`src/rtl/uart_tx_arbiter.sv`:
```
// rtl/uart_tx_arbiter.sv - message-based round-robin arbiter sharing one UART transmit path
module uart_tx_arbiter #(
    parameter int NUM_REQ   = 4,
    parameter int DATA_W    = 8,
    parameter int MAX_BURST = 16,
    parameter int IDLE_TO   = 255,
    parameter int START_TO  = 15
) (
    input  logic                        MAX10_CLK1_50,
    input  logic                        reset,
    input  logic [NUM_REQ-1:0]          req_valid,
    input  logic [NUM_REQ*DATA_W-1:0]   req_data,
    input  logic [NUM_REQ-1:0]          req_last,
    output logic [NUM_REQ-1:0]          req_ready,
    output logic [DATA_W-1:0]           tx_data,
    output logic                        tx_start,
    input  logic                        tx_busy,
    output logic [$clog2(NUM_REQ)-1:0]  grant_id,
    output logic                        arb_busy,
    output logic                        start_to_err
);
    localparam int ID_W = $clog2(NUM_REQ);
    localparam int BW   = $clog2(MAX_BURST + 1);
    localparam int IW   = $clog2(IDLE_TO + 1);
    localparam int SW   = $clog2(START_TO + 1);

    localparam logic [2:0] S_IDLE      = 3'd0;
    localparam logic [2:0] S_LOAD      = 3'd1;
    localparam logic [2:0] S_WAIT_BUSY = 3'd2;
    localparam logic [2:0] S_WAIT_DONE = 3'd3;
    localparam logic [2:0] S_HOLD      = 3'd4;

    logic [2:0]        state_q, state_d;
    logic [ID_W-1:0]   grant_q, grant_d;
    logic [ID_W-1:0]   ptr_q, ptr_d;
    logic [BW-1:0]     burst_q, burst_d;
    logic [IW-1:0]     idle_q, idle_d;
    logic [SW-1:0]     start_q, start_d;
    logic              last_q, last_d;
    logic              err_q, err_d;
    logic [DATA_W-1:0] txd_q, txd_d;

    logic              pick_found;
    logic [ID_W-1:0]   pick_idx, cand;
    logic [DATA_W-1:0] pick_data, owner_data;
    logic [BW-1:0]     burst_inc;

    // Search starts just after the last owner so the releasing requester ranks lowest.
    always_comb begin
        pick_found = 1'b0;
        pick_idx   = '0;
        cand       = '0;
        for (int k = 1; k <= NUM_REQ; k++) begin
            cand = ID_W'((int'(ptr_q) + k) % NUM_REQ);
            if (!pick_found && req_valid[cand]) begin
                pick_found = 1'b1;
                pick_idx   = cand;
            end
        end
    end

    assign pick_data  = req_data[int'(pick_idx) * DATA_W +: DATA_W];
    assign owner_data = req_data[int'(grant_q) * DATA_W +: DATA_W];
    assign burst_inc  = burst_q + BW'(1);

    always_comb begin
        state_d = state_q;
        grant_d = grant_q;
        ptr_d   = ptr_q;
        burst_d = burst_q;
        idle_d  = idle_q;
        start_d = start_q;
        last_d  = last_q;
        err_d   = err_q;
        txd_d   = txd_q;
        case (state_q)
            S_IDLE: begin
                if (pick_found) begin
                    state_d = S_LOAD;
                    grant_d = pick_idx;
                    txd_d   = pick_data;
                end
            end
            S_LOAD: begin
                burst_d = burst_inc;
                last_d  = req_last[grant_q] | (burst_inc == BW'(MAX_BURST));
                start_d = '0;
                state_d = S_WAIT_BUSY;
            end
            S_WAIT_BUSY: begin
                if (tx_busy) begin
                    state_d = S_WAIT_DONE;
                end else if (start_q == SW'(START_TO - 1)) begin
                    err_d   = 1'b1;
                    state_d = S_WAIT_DONE;
                end else begin
                    start_d = start_q + SW'(1);
                end
            end
            S_WAIT_DONE: begin
                if (!tx_busy) begin
                    if (last_q) begin
                        state_d = S_IDLE;
                        ptr_d   = grant_q;
                        burst_d = '0;
                        idle_d  = '0;
                    end else if (req_valid[grant_q]) begin
                        state_d = S_LOAD;
                        txd_d   = owner_data;
                    end else begin
                        state_d = S_HOLD;
                        idle_d  = '0;
                    end
                end
            end
            S_HOLD: begin
                if (req_valid[grant_q]) begin
                    state_d = S_LOAD;
                    idle_d  = '0;
                    txd_d   = owner_data;
                end else if (idle_q == IW'(IDLE_TO - 1)) begin
                    state_d = S_IDLE;
                    ptr_d   = grant_q;
                    burst_d = '0;
                    idle_d  = '0;
                end else begin
                    idle_d = idle_q + IW'(1);
                end
            end
            default: state_d = S_IDLE;
        endcase
    end

    always_ff @(posedge MAX10_CLK1_50) begin
        if (!reset) begin
            state_q <= S_IDLE;
            grant_q <= '0;
            ptr_q   <= ID_W'(NUM_REQ - 1);
            burst_q <= '0;
            idle_q  <= '0;
            start_q <= '0;
            last_q  <= 1'b0;
            err_q   <= 1'b0;
            txd_q   <= '0;
        end else begin
            state_q <= state_d;
            grant_q <= grant_d;
            ptr_q   <= ptr_d;
            burst_q <= burst_d;
            idle_q  <= idle_d;
            start_q <= start_d;
            last_q  <= last_d;
            err_q   <= err_d;
            txd_q   <= txd_d;
        end
    end

    always_comb begin
        req_ready = '0;
        if (state_q == S_LOAD) begin
            req_ready[grant_q] = 1'b1;
        end
    end

    assign tx_start     = (state_q == S_LOAD);
    assign tx_data      = txd_q;
    assign grant_id     = grant_q;
    assign arb_busy     = (state_q != S_IDLE);
    assign start_to_err = err_q;
endmodule

```
`config.mk`:
```
export PLATFORM = sky130hd
export DESIGN_NAME = uart_tx_arbiter
export DESIGN_NICKNAME = d
export VERILOG_FILES = /design/src/rtl/uart_tx_arbiter.sv
export SDC_FILE = /design/constraint.sdc
export NUM_CORES = 1
export LEC_CHECK = 0
export CAP_MARGIN = 10
export CORE_MARGIN = 2
export CORE_UTILIZATION = 40
export CTS_CLUSTER_DIAMETER = 50
export DETAILED_ROUTE_END_ITERATION = 7
export PLACE_DENSITY = 0.74
export RECOVER_POWER = 50
export SYNTH_ARGS = -nofsm -noshare
export SYNTH_HDL_FRONTEND = slang
export SYNTH_SLANG_ARGS = --single-unit
```
`constraint.sdc`:
```
create_clock -name MAX10_CLK1_50 -period 2.4 [get_ports MAX10_CLK1_50]
set_input_delay 0.48 -clock MAX10_CLK1_50 [delete_from_list [all_inputs] [get_ports MAX10_CLK1_50]]
set_output_delay 0.48 -clock MAX10_CLK1_50 [all_outputs]
set_load 0.02 [all_outputs]
```
==> metrics.txt, run 1 <==
Synth top area share=0.324; Ports=60; slew margin rel.=0.576; Crit Path Category=input pin to flop; post-DP HPWL=4140 µm; critical path's top delay family=simple AND/OR/NAND/NOR gates; largest stage delay on the critical path=0.64 ns; Post-Syn Instances=255; Crit-path slowest cell=or4_1; post-CTS setup buffer count=0; vias in the first global route=2,094; Synth warnings=0; Placed Instances=a little under 400; final antenna-violating net count=0; gpl congestion=0.884; largest net degree at the start of global routing=17; Cell Pwr Density=597 nW/µm²; CTS root buffer=clkbuf_8; DRC errors left=0; status=finished, final reports clean; Clock Path Buffers=2; total core area=5070 µm²; CTS clk-pin slew, worst paths=0.07 ns; Min-Delay Path Class=flop to flop; commonest non-fill, non-tap cell in the layout=clkdlybuf4s50_1; Hold Fails Final Rpt=0; CTS tree=built; first-pass GRT wire length=between 9000 and 10,000 µm; max cap viols=0; drt total wl=roughly 5400 µm; Layout Cells excl Fill=between 400 and 500; CP max FO=8; Post-Synth XOR/XNOR Area=0.0250; fraction of the mapped netlist area in compound gates=0.209; Seq/Total Area, Yosys=0.324; clock sink count=34; largest family of logic cells by synthesized area=simple AND/OR/NAND/NOR gates; chip width=76.5 µm; CP Cell Sequence=clkdlybuf4s50_1, or4_1, mux2_2, a22oi_2, and2_4, nand2_1, o211ai_1; Die Ht=76.5 µm; critical path buffer and inverter count=1; post-synth top area cell=dfxtp_1; period utilization=0.965; Synth area leaders=dfxtp_1 32%, mux2i_1 5.2%, nor2_1 5.2%; Startpoint Class=input pin; Final Util=0.589; CP Capture Type=flop; Overall Power=1.78 mW; Worst Max-Slew Pin Slew=0.636 ns; worst slack at placement=-0.302 ns; starting density of the core=0.414; synthesized flop and latch total=34; WP data required=2.62 ns; grt ovf=0; Layout Nets=381; Post-Synth Adder-Cell Area=0.0298; syn_nets=303; CTS Hold Bufs=0; Mapped Area=roughly 2100 µm²; Syn Area/Cell=8.24 µm²; static leakage=about 1.2 nW; H-tree Lvls=2; # port buffers=59; Num CTS Buffers=5; initial antenna violation count=0; DRT iter0 DRCs=143; final setup violation count=0; P&R area growth vs syn=42.1%; CP arrival=2.53 ns; post-synthesis simple-gate area fraction=0.280; Cell variety after synth=53; worst vdd ir=252 µV; DR WL/cell=13.5 µm; Die ar.=5850 µm²; clock skew=between 0.01 and 0.015 ns; highest clock rate=0.432 GHz; Slew Viols, Final=0; layout cell share with drive strength beyond 1=0.129; min Tclk post-route=between 2 and 2.5 ns; GR Util All Layers=0.194; setup slack after layout=0.0836 ns; Via-to-Cell Ratio=5.30; vias after detailed routing=about 2,100; antenna cells=0; clock latency on the worst-skew pair=0.29 ns; commonest non-fill, non-tap cells in the layout=41 x clkdlybuf4s50_1, 34 x dfxtp_1, 28 x nor2_1, 25 x nand2_1, 20 x buf_4; first-pass detailed-route iteration total=4; mux share of post-synthesis cell area=0.0875; row cnt=26
-- sequential cells by signal, indices dropped and copies added, names as in the netlist --
signal and flops:
idle_q 8, tx_data 8, burst_q 5, start_q 4, state_q 3, grant_id 2
ptr_q 2, last_q 1, start_to_err 1
-- kinds of logic (layout without fill, tap and decap cells) --
| logic type | count (synthesis) | after routing |
|---|---|---|
| simple gates | 111 | 111 |
| compound gates | 65 | 65 |
| flops | 34 | 34 |
| buf+inv | 19 | 98 |
| mux | 15 | 15 |
| xor+xnor | 6 | 6 |
| fa+ha+maj | 5 | 5 |
-- report_power, final --
| part | switching (mW) | total (mW) | internal, mW |
|---|---|---|---|
| Clock | 0.221 | 0.452 | 0.231 |
| Combinational | 0.353 | 0.676 | 0.323 |
| Sequential | 0.0384 | 0.655 | 0.617 |
| Total | 0.613 | 1.78 | 1.17 |
-- final timing paths --
kind                                     end  slack, ns  depth (start not counted)         start
worst max-delay path              tx_data[0]       0.08                          7  req_valid[1]
worst min-delay path            start_to_err       0.49                          2  start_to_err
worst max register to register    tx_data[2]       0.26                          8    state_q[2]
worst min register to register  start_to_err       0.49                          2  start_to_err
-- area by class of cell --
class,count,area [µm²]
Inverter,6,22.5
Clock inverter,2,12.5
Fill cell,467,2090
Timing Repair Buffer,84,759
Sequential cell,34,681
Multi-Input combinational cell,202,1340
Tap cell,70,87.6
Clock buffer,6,82.6
-- repair_timing --
item,in CTS,in global routing
endpoints found under the setup margin,3,11
pin swaps,0,0
resized for setup,3,7
-- layer usage --
metal	track usage	part of all wire	routed length, µm
met1	0.239	0.44	2390
met5	0	0	0
met3	0.0711	0.080	437
met4	0.0600	0.013	69
met2	0.314	0.47	2540
-- worst register-to-register path, stage by stage (launching register included) --
cell and delay [ns]:
dfxtp_1 0.34, buf_4 0.19, and3b_1 0.26, a21oi_4 0.31, mux2i_2 0.28, or2_1 0.17, buf_12 0.14, mux2i_1 0.23
o211ai_1 0.10
-- Yosys cell counts, drive strengths merged --
| cell | count |
|---|---|
| buf | 4 |
| o31a | 1 |
| or2 | 2 |
| and4 | 1 |
| a22oi | 2 |
| and3 | 2 |
| nor2b | 7 |
| xor2 | 3 |
| or3 | 4 |
| o22ai | 2 |
| nand2 | 25 |
| a31oi | 3 |
| a21oi | 13 |
| ha | 5 |
| clkbuf | 9 |
| or4 | 1 |
| o221a | 1 |
| a21boi | 2 |
| and4bb | 1 |
| nand2b | 6 |
| o2111a | 1 |
| nand3b | 5 |
| a2111oi | 1 |
| and2 | 2 |
| nor2 | 30 |
| nor3 | 5 |
| nand3 | 5 |
| mux4 | 2 |
| nand4 | 3 |
| inv | 6 |
| mux2 | 1 |
| and3b | 1 |
| nor4 | 2 |
| nor3b | 9 |
| o211ai | 9 |
| dfxtp | 34 |
| xnor2 | 3 |
| a311oi | 1 |
| o21a | 10 |
| mux2i | 12 |
| o21ai | 18 |
| o22a | 1 |
-- per-stage QoR --
stage	area [µm²]	hold slack [ns]	TNS (ns)
5_1_grt	2990	0.515	-0.00709
4_1_cts	3000	0.496	0
2_1_floorplan	2100	0.463	0
6_report	2990	0.485	0
3_5_place_dp	2910	0.476	-3.90
3_3_place_gp	2910	0.452	-3.21
No activity file was read; power rests on OpenSTA's default activity.
==> run 2, diff against run 1 <==
DONT_BUFFER_PORTS = 1   (was not set)
PLACE_DENSITY = 0.59   (was 0.74)
SETUP_SLACK_MARGIN = 0.3   (was not set)
==> metrics.txt, run 2 (synthesized netlist as in run 1, its figures left out) <==
fillers=546; DRT iter0 DRCs=62; P&R area growth vs syn=11.0%; clock latency on the worst-skew pair=0.28 ns; RSZ-0062 raised after global routing=no; commonest non-fill, non-tap cells in the layout=32 x dfxtp_1, 28 x nor2_1, 25 x nand2_1, 17 x o21ai_0, 12 x a21oi_1; Via-to-Cell Ratio=5.40; setup slack after layout=0.308 ns; CTS tree=built; highest clock rate=0.478 GHz; row cnt=26; clock sink count=34; first-pass GRT wire length=8300 µm; Num CTS Buffers=5; Overall Power=1.57 mW; commonest non-fill, non-tap cell in the layout=dfxtp_1; Clock Path Buffers=2; max cap viols=0; CP arrival=between 1.5 and 2 ns; Die Ht=76.5 µm; Sum Neg Setup Slack=0 ns; DRC errors left=0; drt total wl=around 4800 µm; H-tree Lvls=2; largest net degree at the start of global routing=17; Cell Pwr Density=a little under 700 nW/µm²; Ports=60; layout cell share with drive strength beyond 1=0.145; antenna cells=0; CP max FO=9; period utilization=0.872; starting density of the core=0.414; chip width=76.5 µm; DR WL/cell=14.4 µm; Layout Cells excl Fill=between 300 and 400; initial antenna violation count=0; Worst Max-Slew Pin Slew=around 0.75 ns; gpl congestion=0.798; GR Util All Layers=0.171; placed cell area=about 2200 µm²; Layout Nets=310; Slew Viols, Final=0; worst slack at placement=between 0.15 and 0.2 ns; Crit Path Category=flop to primary output; total core area=5070 µm²; final antenna-violating net count=0; first-pass detailed-route iteration total=4; final setup violation count=0; grt ovf=0; Hold Fails Final Rpt=0; static leakage=approximately 0.83 nW; CTS clk-pin slew, worst paths=approximately 0.070 ns; final instance area=around 2300 µm²; vias after detailed routing=1,794; vias in the first global route=1,730; Min-Delay Path Class=input pin to flop; CP Capture Type=primary output; Die ar.=5850 µm²; Placed Instances=321; WP data required=1.92 ns; clock skew=0.00352 ns; status=finished, final reports clean; worst vdd ir=284 µV; CTS Hold Bufs=0; min Tclk post-route=2.09 ns; CTS root buffer=clkbuf_8; Startpoint Class=flop; # port buffers=0; slew margin rel.=0.502; post-DP HPWL=3430 µm
-- run 2: final cells by class --
cell class / count / area [µm²] / share of cell area
Multi-Input combinational cell: 202 / 1370 / 0.587
Sequential cell: 34 / 683 / 0.293
Timing Repair Buffer: 13 / 90.1 / 0.0386
Tap cell: 70 / 87.6 / 0.0375
Clock buffer: 7 / 76.3 / 0.0327
Inverter: 6 / 27.5 / 0.0118
-- run 2: what timing repair did --
| action | in CTS | in global routing |
|---|---|---|
| pin swaps | 0 | 3 |
| setup buffers | 0 | 4 |
| gates resized for setup | 7 | 8 |
| setup endpoints to repair | 12 | 15 |
| endpoints found under the hold margin | 0 | 0 |
-- run 2: stage by stage --
step / util / hold slack (ns)
6_report: 0.460 / 0.259
5_1_grt: 0.460 / 0.254
4_1_cts: 0.453 / 0.253
3_5_place_dp: 0.432 / 0.485
3_3_place_gp: 0.432 / 0.480
2_1_floorplan: - / 0.463
-- run 2: power breakdown --
part | switching, mW | total (mW) | internal [mW]
sequential | 0.0878 | 0.706 | 0.619
clock | 0.200 | 0.400 | 0.200
combinational | 0.270 | 0.462 | 0.193
total | 0.557 | 1.57 | 1.01
-- run 2: metal layers --
layer	track usage	vias to the layer above	routed length [µm]
li1	-	934	-
met1	0.240	809	2340
met2	0.259	46	2080
met3	0.0521	5	308
met4	0.0382	0	42
met5	0	-	0
-- run 2: path summary, 6_finish.rpt --
check | startpoint | to | slack [ns] | cells after the start
setup / recovery | grant_id[0] | req_ready[1] | 0.31 | 3
setup reg to reg | grant_id[1] | idle_q[4] | 0.34 | 5
hold / removal | reset | ptr_q[0] | 0.26 | 1
hold reg to reg | state_q[2] | state_q[1] | 0.50 | 1
-- run 2: critical path, stage by stage (launching register included) --
cell	delay, ns
dfxtp_1	0.35
clkbuf_1	0.58
nand2_1	0.20
nor2_4	0.20
